`config.mk`:
```
export PLATFORM = sky130hd
export DESIGN_NAME = peripheral_dbg_pu_riscv_cpu_responder
export DESIGN_NICKNAME = d
export VERILOG_FILES = /design/src/rtl/peripheral_dbg_pu_riscv_cpu_responder.sv
export SDC_FILE = /design/constraint.sdc
export NUM_CORES = 1
export LEC_CHECK = 0
export BUFFER_PORTS_ARGS = -buffer_cell sky130_fd_sc_hd__buf_2
export CAP_MARGIN = 30
export CORE_MARGIN = 10
export CORE_UTILIZATION = 45
export CTS_CLUSTER_DIAMETER = 60
export DETAILED_ROUTE_END_ITERATION = 7
export PLACE_DENSITY = 0.74
export SYNTH_ARGS = -nofsm -noshare
export SYNTH_HDL_FRONTEND = slang
export SYNTH_SLANG_ARGS = --single-unit
```
`constraint.sdc`:
```
create_clock -name cpu_clk_i -period 16.96 [get_ports cpu_clk_i]
set_clock_uncertainty 0.1 [all_clocks]
set_input_delay 3.392 -clock cpu_clk_i [delete_from_list [all_inputs] [get_ports cpu_clk_i]]
set_output_delay 3.392 -clock cpu_clk_i [all_outputs]
set_load 0.01 [all_outputs]
```
`src/rtl/peripheral_dbg_pu_riscv_cpu_responder.sv`:
```
// Per-core debug responder: debug registers, breakpoint/step halt; ack comes ACCESS_LAT+1 cycles after strobe.
// One access in flight, a held strobe waits for release; DBG_RESPONDER_HITCNT_EN adds the HITCNT counter.
module peripheral_dbg_pu_riscv_cpu_responder #(
  parameter int CPU_ADDR_WIDTH = 32,
  parameter int CPU_DATA_WIDTH = 32,
  parameter int NGPR           = 8,
  parameter int ACCESS_LAT     = 1
) (
  input  logic                      cpu_clk_i,
  input  logic                      cpu_rst_i,
  input  logic [CPU_ADDR_WIDTH-1:0] dbg_addr_i,
  input  logic [CPU_DATA_WIDTH-1:0] dbg_data_i,
  input  logic                      dbg_stb_i,
  input  logic                      dbg_we_i,
  input  logic                      dbg_stall_i,
  output logic [CPU_DATA_WIDTH-1:0] dbg_data_o,
  output logic                      dbg_ack_o,
  output logic                      dbg_bp_o,
  input  logic [CPU_ADDR_WIDTH-1:0] core_pc_i,
  input  logic                      core_valid_i,
  output logic                      core_stall_o
);

  localparam int GIDX_W = (NGPR > 1) ? $clog2(NGPR) : 1;

  typedef enum logic [1:0] {IDLE, ACCESS, ACK, WAIT} state_t;

  state_t                    state_q, state_d;
  logic [3:0]                cnt_q;
  logic [5:0]                addr_q;
  logic                      we_q;
  logic [CPU_DATA_WIDTH-1:0] wdata_q;
  logic [CPU_DATA_WIDTH-1:0] rdata_q;
  logic [CPU_DATA_WIDTH-1:0] rd_data;
  logic [CPU_DATA_WIDTH-1:0] hit_rd;
  logic                      step_q, bpen_q;
  logic [CPU_ADDR_WIDTH-1:0] dpc_q, bpaddr_q;
  logic [CPU_DATA_WIDTH-1:0] gpr_q [NGPR];
  logic                      bp_q, bp_d, stall_q;
  logic                      do_access, ack, wr_en, bp_match;
  logic [5:0]                goff;
  logic                      gpr_hit;
  logic [GIDX_W-1:0]         gidx;
  logic                      unused_addr;

  // Only the word offset within the low byte selects a register.
  assign unused_addr = ^{dbg_addr_i[CPU_ADDR_WIDTH-1:8], dbg_addr_i[1:0]};

  always_comb begin
    state_d   = state_q;
    ack       = 1'b0;
    do_access = 1'b0;
    case (state_q)
      IDLE:    if (dbg_stb_i) state_d = ACCESS;
      ACCESS:  if (cnt_q == 4'd0) begin
                 do_access = 1'b1;
                 state_d   = ACK;
               end
      ACK:     begin
                 ack     = 1'b1;
                 state_d = WAIT;
               end
      WAIT:    if (!dbg_stb_i) state_d = IDLE;
      default: state_d = IDLE;
    endcase
  end

  assign wr_en   = do_access && we_q;
  assign goff    = addr_q - 6'd4;
  assign gpr_hit = (addr_q >= 6'd4) && (goff < 6'(NGPR));
  assign gidx    = goff[GIDX_W-1:0];

  always_comb begin
    rd_data = '0;
    case (addr_q)
      6'd0:    rd_data[1:0] = {bpen_q, step_q};
      6'd1:    rd_data = CPU_DATA_WIDTH'(dpc_q);
      6'd2:    rd_data = CPU_DATA_WIDTH'(bpaddr_q);
      6'd3:    rd_data = hit_rd;
      default: if (gpr_hit) rd_data = gpr_q[gidx];
    endcase
  end

  always_ff @(posedge cpu_clk_i or posedge cpu_rst_i) begin
    if (cpu_rst_i) begin
      state_q <= IDLE;
      cnt_q   <= '0;
      addr_q  <= '0;
      we_q    <= 1'b0;
      wdata_q <= '0;
      rdata_q <= '0;
    end else begin
      state_q <= state_d;
      if (state_q == IDLE && dbg_stb_i) begin
        addr_q  <= dbg_addr_i[7:2];
        we_q    <= dbg_we_i;
        wdata_q <= dbg_data_i;
        cnt_q   <= 4'(ACCESS_LAT - 1);
      end else if (state_q == ACCESS && cnt_q != 4'd0) begin
        cnt_q <= cnt_q - 4'd1;
      end
      if (do_access && !we_q) rdata_q <= rd_data;
    end
  end

  // Retires are ignored for matching while the core is frozen; a pending halt holds until the debugger stalls.
  assign bp_match = core_valid_i && !stall_q &&
                    ((bpen_q && core_pc_i == bpaddr_q) || (step_q && !dbg_stall_i));
  assign bp_d     = (bp_q && dbg_stall_i) ? 1'b0 : (bp_q | bp_match);

  always_ff @(posedge cpu_clk_i or posedge cpu_rst_i) begin
    if (cpu_rst_i) begin
      step_q   <= 1'b0;
      bpen_q   <= 1'b0;
      bpaddr_q <= '0;
      dpc_q    <= '0;
      bp_q     <= 1'b0;
      stall_q  <= 1'b0;
      for (int i = 0; i < NGPR; i++) gpr_q[i] <= '0;
    end else begin
      if (wr_en && addr_q == 6'd0) {bpen_q, step_q} <= wdata_q[1:0];
      if (wr_en && addr_q == 6'd2) bpaddr_q <= CPU_ADDR_WIDTH'(wdata_q);
      if (wr_en && gpr_hit) gpr_q[gidx] <= wdata_q;
      if (core_valid_i) dpc_q <= core_pc_i;
      bp_q    <= bp_d;
      stall_q <= dbg_stall_i | bp_q;
    end
  end

`ifdef DBG_RESPONDER_HITCNT_EN
  logic [CPU_DATA_WIDTH-1:0] hit_q;

  // A clearing write beats a same-cycle increment.
  always_ff @(posedge cpu_clk_i or posedge cpu_rst_i) begin
    if (cpu_rst_i) begin
      hit_q <= '0;
    end else if (wr_en && addr_q == 6'd3) begin
      hit_q <= '0;
    end else if (bp_d && !bp_q && !(&hit_q)) begin
      hit_q <= hit_q + 1'b1;
    end
  end

  assign hit_rd = hit_q;
`else
  assign hit_rd = '0;
`endif

  assign dbg_data_o   = rdata_q;
  assign dbg_ack_o    = ack;
  assign dbg_bp_o     = bp_q;
  assign core_stall_o = stall_q;

endmodule

```
# Word level (Yosys, flattened, before mapping)
# Index checks and enable logic that the tools add are counted.
# Widths: inputs -> output; s select.
[totals] register_bits=401 out_inout_bits=35 elab_cells=83
[op_classes] addsub=2 magnitude_cmp=4 eq_ne=10 mux=19 bitwise_logic=3 reduce_logical=25
[ops] cell="$bwmux 256" n=1
[ops] cell="$mux 32" n=4
[ops] cell="$bmux 32 s3" n=1
[ops] cell="$demux 32 s3" n=1
[ops] cell="$pmux 30 s3" n=1
[ops] cell="$eq 32x32->1" n=1
[ops] cell="$pmux 2 s4" n=2
[ops] cell="$logic_and 1x1->1" n=14
[ops] cell="$eq 6x2->1 const B" n=2
[ops] cell="$mux 4" n=2
[ops] cell="$eq 6x1->1 const B" n=1
[ops] cell="$ge 6x3->1 const B" n=1
[ops] cell="$logic_not 6->1" n=1
[ops] cell="$lt 6x4->1 const B" n=1
[ops] cell="$mux 2" n=3
[ops] cell="$ne 2x2->1 const B" n=3
[ops] cell="$sub 6x3->6 const B" n=1
[ops] cell="$eq 2x2->1 const B" n=2
[ops] cell="$ge 4x4->1 const B" n=1
[ops] cell="$logic_not 4->1" n=1
[ops] cell="$lt 4x1->1 const B" n=1
[ops] cell="$mux 1" n=4
[ops] cell="$not 3->4" n=1
[ops] cell="$reduce_bool 4->1" n=1
[ops] cell="9 further kinds" n=12

# Depth between registers and ports, before layout
# Gate-level depths: netlist of run 1.
[depth] depth_word=7 ltp_mapped=11

# Least setup slack after synthesis of run 1
# OpenSTA, ideal clock, no wires.
[synth_path] kind="input port to flip-flop" from="in dbg_stb_i" to="reg addr_q[5]" setup_time_ps=125 t_arrival_ps=4527 t_required_ps=16735 slack_ps=12208 cell_stages=4 path_cell_list="nand2_1 -> clkbuf_1 -> buf_1 -> mux2_2"
[synth_between] elab_chain_len=1
[synth_rtl] element="start, declared" line="13" source="input logic dbg_stb_i,"
[synth_rtl] element="$logic_and 1x1->1" line="94" source="if (state_q == IDLE && dbg_stb_i) begin"
[synth_rtl] element="end signal, assigned" line="95" source="addr_q <= dbg_addr_i[7:2];"
[synth_rtl] element="end, declared" line="30" source="logic [5:0] addr_q;"
# No other way between the ends.
# A chain may end at the register's enable or synchronous reset.

==> results of run 1 <==
==> sequential cells by signal (all words and copies together), names as in the netlist <==
name and count:
addr_q 6, bpaddr_q 32, bpen_q 1, cnt_q 4, core_stall_o 1, dbg_bp_o 1, dbg_data_o 32, dpc_q 32
gpr_q 256, state_q 2, step_q 1, wdata_q 32, we_q 1
==> per-layer routing <==
| layer | share of wire | up-vias |
|---|---|---|
| met5 | 0 | - |
| met3 | 0.051 | 67 |
| met1 | 0.42 | 5833 |
| li1 | - | 4791 |
| met4 | 0.025 | 0 |
| met2 | 0.50 | 244 |
==> cell usage in the layout, fill, tap and decap left out, types with 2 or more instances in the layout <==
master     count
a21oi_1       37
a22o_1        30
a32oi_1       32
buf_2        110
buf_4         23
bufinv_16      4
clkbuf_1       8
clkbuf_16     44
clkbuf_8      14
clkinv_2       6
dfrtp_1      399
ha_1           8
inv_1          6
mux2_1        13
mux2_2       348
mux2i_1        4
mux4_2        64
nand2_1      102
nand2b_1       3
nand3_1        4
nand4_1        5
nor2_1        36
nor2_4         5
nor2b_2        2
nor3_4         2
nor4_1         5
nor4bb_1       2
o21ai_0        6
o22ai_1        2
xnor2_1       20
xor2_1        16
==> path summary, 6_finish.rpt <==
kind | to | slack (ns) | cells past startpoint
hold / removal | gpr_q[33] | 0.38 | 1
hold reg to reg | gpr_q[33] | 0.38 | 1
max in group cpu_clk_i | dbg_ack_o | 12.07 | 3
min in group asynchronous | wdata_q[0] | 2.88 | 2
setup reg to reg | gpr_q[124] | 13.15 | 9
setup / recovery | bpaddr_q[30] | 11.76 | 5
==> power groups by stage <==
stage          Clock [mW]  Sequential, mW  Combinational [mW]
2_1_floorplan           0            1.34               0.624
3_3_place_gp            0            1.42               0.833
3_5_place_dp            0            1.44               0.852
4_1_cts             0.999            1.42               0.858
5_1_grt              1.04            1.46               0.919
6_report            0.980            1.42               0.851
==> area by class of cell <==
class / count / area share
clock buffer: 66 / 0.0641
inverter: 8 / 0.00182
timing repair buffer: 135 / 0.0373
multi-input combinational: 761 / 0.369
sequential: 401 / 0.487
tap: 525 / 0.0318
clock inverter: 13 / 0.00885
antenna: 1 / 0.000121
==> kinds of logic after synthesis <==
family,after synthesis
buf+inv,94
compound gates,111
mux,429
xor+xnor,36
simple gates,177
flops,401
fa+ha+maj,8
==> synthesized netlist by cell type, drive strengths merged, types with 6 or more instances <==
cell    number
dfrtp      401
mux2       361
nand2      103
mux4        64
buf         43
clkbuf      43
nor2        41
a21oi       37
a32oi       32
a22o        30
xnor2       20
xor2        16
ha           8
inv          7
nand4        6
o21ai        6
==> worst max-delay path, delay by kind of cell <==
family / cells / cell delay, ns
buf+inv: 5 / 2.23
==> per-stage QoR <==
stage	utilization	hold slack, ns	std cells	worst slack, ns	total power [mW]
floorplan	-	0.352	1256	2.32	1.96
global placement	0.481	0.362	1829	10.72	2.25
detailed placement	0.481	0.369	1830	11.03	2.29
CTS	0.519	0.382	1909	11.63	3.28
global route	0.519	0.404	1910	11.35	3.43
finish	0.519	0.379	1910	11.76	3.25
==> reports/qor.yml, run 1 <==
outcome:
  outcome: "completed"
floorplan:
  core_sq_um: 39700
  die_h_um: 220
  rows: 73
  dieArea_sq_um: 48600
  ios: 137
  initial_utilization: 0.455
  fp.dieW_um: 220
route:
  routed_wl_mm: 43.8
  post-route-drc-count: 0
  postRouteAntennaNets: 0
  avgRoutedWirePerCell_um: 22.9
  viasPerCell: 5.73
  vias: 10900
  drt_iter0_drc: 660
  first_pass_iters: 4
final_layout:
  num-nets-final: 1460
  fin_area_sq_um: 20600
  drive_gt1_frac: 0.461
  multi_input_area_sq_um: 7620
  n_fill_cell: 3276
  areaGrowthSynthToFinish_pct: 14.1
  seq_area_sq_um: 10000
power_and_ir_drop:
  powerDensity_nw_per_um2: 158
  power_frac_clock: 0.301
  pwr-share-seq: 0.437
  internal_power_mw: 2.16
  p_leak_nw: 9.82
  vdd_ir_drop_max_v: 0.0000746
  p_sw_frac: 0.336
  combPwrFrac: 0.262
  power_switching_mw: 1.09
setup_path:
  critPathCaptureType: "async pin"
  crit_fanout: 199
  start_kind: "input port"
  crit_slowest_cell: "buf_12"
  cpPeakStageDelay_ns: 0.81
  crit_required_ns: 17.58
  worstSetupStartpoint: "cpu_rst_i"
  r2r-start: "addr_q[2]"
  worstPathArrival_ns: 5.82
  crit_chain: "buf_2, inv_8, buf_12, buf_4, buf_16"
  critPathKind: "in -> async"
logic_synthesis:
  synth_compound_area_frac: 0.0441
  seq_area_frac_synth: 0.555
  avgSynthCellArea_sq_um: 14.4
  synthMuxAreaShare: 0.307
  synth-adder-area-share: 0.00554
  synthesis.area_sq_um: 18100
  synth_cells: 1256
  synthesis.nets: 1366
  yosys.area_share.simple: 0.0444
  ys_ff_latch: 401
  synth-edff-count: 0
  synthFlopType: "dfrtp_1"
  synth_top_cell_area_share: 0.555
  async_reset_ff_frac: 1.00
  synth_xor_area_frac: 0.0174
  yosysUniqueCellTypes: 42
  synth_top_family_by_area: "multiplexers"
  synth_largest_area_cell: "dfrtp_1"
  ys_warn_count: 0
  ys_top_cells_by_area: "dfrtp_1 55%, mux2_2 22%, mux4_2 8.0%, nand2_1 2.1%, a32oi_1 1.5%"
global_route:
  grt_overflow_total: 0
  grt_antenna_before_repair: 1
  grt_max_degree: 200
  grt_util_met3: 0.0325
  globalRouteMet2Util: 0.313
  busiest_layer: "met2"
  grtUsageMet1: 0.232
  grt_usage: 0.183
  grt_pass1_vias: 11800
  grt_pass1_wl_mm: 68.9
timing:
  setup_tns_ns: 0
  slew_headroom: 0.307
  final_hold_viol_count: 0
  setup_viol: 0
  min_period_ns: 5.20
  worst_pin_slew_ns: 1.04
  finalCritPeriodShare: 0.306
  rsz0062_at_grt: "no"
  drv_slew: 0
  fmax_ghz: 0.192
cts:
  insertion_delay_ns: 0.57
  cts_tree: "yes"
  hold_buffers: 0
  clk_pin_slew_ns: 0.06
  cts.path.max_buffers: 3
  cts_sinks: 401
  cts_resized: 0
  root_buffer: "clkbuf_16"
  cts_buffers: 43
  postCtsSetupRepairBufs: 0
  h-tree-depth: 2
run:
  max_cap_violations: 0
place:
  place_congestion: 0.822
  hpwlAfterDp_mm: 27.2
  postPlaceCellArea_sq_um: 19100
  io_buffers: 110
min_path:
  min_from: "gpr_q[33]"
  hp-class: "reg -> reg"
(Power assumes the default switching activity.)
==> run 2, diff against run 1 <==
- PLACE_DENSITY: 0.74 -> 0.76
- clock period: 16.96 -> 4.25 ns (I/O delays scaled with it)
==> reports/qor.yml, run 2 (synthesized netlist as in run 1, its figures left out) <==
power_and_ir_drop:
  p_leak_nw: 9.86  # +0.40%
  power_frac_clock: 0.292  # -0.009
  combPwrFrac: 0.263  # about the same
  vdd_ir_drop_max_v: 0.000398  # +430%
  power_switching_mw: 4.35  # +300%
  finalPower_mw: 12.9  # +300%
  p_sw_frac: 0.338  # +0.00280
  internal_power_mw: 8.51  # +290%
  powerDensity_nw_per_um2: 622  # +290%
  pwr-share-seq: 0.445  # +0.008
cts:
  h-tree-depth: 2  # unchanged
  root_buffer: "clkbuf_16"
  cts_sinks: 401  # unchanged
  clk_pin_slew_ns: 0.06  # about the same
  cts.path.max_buffers: 3  # unchanged
  postCtsSetupRepairBufs: 0  # unchanged
  hold_buffers: 0  # unchanged
  insertion_delay_ns: 0.56  # about the same
  cts_resized: 0  # unchanged
  cts_tree: "yes"
  cts_buffers: 44  # +2.3%
final_layout:
  areaGrowthSynthToFinish_pct: 14.4
  n_fill_cell: 3294  # +0.55%
  layout_commonest_cell: "dfrtp_1"
  regMostFlops: "gpr_q"
  mostFrequentLayoutCells: "399 x dfrtp_1, 348 x mux2_2, 110 x buf_2"
  seq_area_sq_um: 10000  # unchanged
  finalNonFillerCells: 1922  # +0.63%
  drive_gt1_frac: 0.464  # +0.00320
  num-nets-final: 1474  # +0.96%
  multi_input_area_sq_um: 7620  # unchanged
  largest_reg_flops: 256  # unchanged
route:
  avgRoutedWirePerCell_um: 22.9  # -0.21%
  post-route-drc-count: 0  # unchanged
  postRouteAntennaNets: 0  # unchanged
  drt_iter0_drc: 826  # +25%
  first_pass_iters: 5  # +1
  routed_wl_mm: 44.0  # +0.41%
  vias: 11000  # +0.81%
  viasPerCell: 5.74  # +0.18%
global_route:
  grt_antenna_before_repair: 1  # unchanged
  grt_max_degree: 132  # -34%
  grt_overflow_total: 0  # unchanged
  grt_pass1_wl_mm: 68.1  # -1.1%
  grt_usage: 0.183  # -0.000823
  grt_pass1_vias: 11500  # -1.8%
timing:
  setup_viol: 0  # unchanged
  rsz0062_at_grt: "no"
  slew_headroom: 0.362  # +0.0553
  worst_pin_slew_ns: 0.957  # -0.0830 ns
  fmax_ghz: 0.292
  final_hold_viol_count: 0  # unchanged
  min_period_ns: 3.42
  finalCritPeriodShare: 0.805
  drv_slew: 0  # unchanged
  worst_slack_ns: 0.828  # -10.93 ns
floorplan:
  initial_utilization: 0.455  # unchanged
  rows: 73  # unchanged
  ios: 137  # unchanged
  core_sq_um: 39700  # unchanged
  fp.dieW_um: 220  # unchanged
  die_h_um: 220  # unchanged
  dieArea_sq_um: 48600  # unchanged
setup_path:
  cpPeakStageDelay_ns: 0.74  # -0.07 ns
  crit_chain: "inv_1, ha_1, nor4bb_1, and2_2, nand4_4, nor2_4, buf_12, mux2_2"
  critPathKind: "reg -> reg"
  crit_slowest_cell: "nor4bb_1"
  start_kind: "flip-flop"
  path_delay_family: "simple AND/OR/NAND/NOR gates"
  worstPathArrival_ns: 3.76  # -2.06 ns
  crit_fanout: 19  # -90%
  critPathBufInv: 2  # -3
  critPathCaptureType: "flip-flop"
  crit_required_ns: 4.59  # -12.99 ns
place:
  dp_worst_setup_slack_ns: 0.983  # -10.05 ns
  place_congestion: 0.776  # -5.6%
  place_inst: 1843  # +0.71%
  io_buffers: 110  # unchanged
  hpwlAfterDp_mm: 28.2  # +3.6%
outcome:
  outcome: "completed"
run:
  max_cap_violations: 0  # unchanged
min_path:
  hp-class: "in -> async"
==> run 2: changes by cell type in the layout (fill, tap and decap cells not counted), sizes merged <==
cell	previous run	this run
buf	135	148
bufinv	4	2
clkbuf	66	64
clkinv	8	11
==> run 2: power by group through the flow <==
stage	Clock (mW)	Combinational [mW]	Sequential (mW)
5_1_grt	4.00	3.63	5.89
2_1_floorplan	0	2.49	5.34
4_1_cts	3.82	3.40	5.72
3_3_place_gp	0	3.30	5.71
3_5_place_dp	0	3.38	5.79
6_report	3.75	3.38	5.73
==> run 2: final cells by class <==
class	instances	share of cell area
Sequential cell	401	0.485
Multi-Input combinational cell	761	0.368
Clock buffer	64	0.0622
Timing Repair Buffer	148	0.0440
Tap cell	525	0.0317
Clock inverter	14	0.00659
Inverter	8	0.00163
Antenna cell	1	0.000121
==> run 2: layer usage <==
layer	vias up	GRT usage	routed length [um]
li1	4802	-	-
met1	5840	0.244	18900
met2	303	0.292	21200
met3	79	0.0344	2640
met4	0	0.0689	1270
met5	-	0	0
==> run 2: path summary, 6_finish.rpt <==
kind                             from         end  slack, ns  depth (start not counted)
max                          cnt_q[0]   gpr_q[46]       0.83                          8
min                         cpu_rst_i  gpr_q[162]       0.22                          2
max reg2reg                  cnt_q[0]   gpr_q[46]       0.83                          8
min reg2reg                gpr_q[160]  gpr_q[160]       0.38                          1
max in group asynchronous   cpu_rst_i   gpr_q[48]       2.76                          3
min in group cpu_clk_i     gpr_q[160]  gpr_q[160]       0.38                          1
==> run 2: worst reg2reg max path, stage by stage, from the launching register on <==
cell	delay, ns
dfrtp_1	0.38
inv_1	0.11
ha_1	0.20
nor4bb_1	0.74
and2_2	0.39
nand4_4	0.19
nor2_4	0.55
buf_12	0.28
mux2_2	0.36
==> run 2: stage by stage <==
| step | area (sq um) | setup TNS (ns) | hold WS [ns] | utilization |
|---|---|---|---|---|
| after floorplan | 18100 | -842.00 | 0.352 | - |
| after global placement | 19300 | 0 | 0.364 | 0.485 |
| after detailed placement | 19300 | 0 | 0.373 | 0.485 |
| after CTS | 20700 | 0 | 0.224 | 0.521 |
| after global routing | 20700 | 0 | 0.243 | 0.521 |
| final | 20700 | 0 | 0.225 | 0.521 |
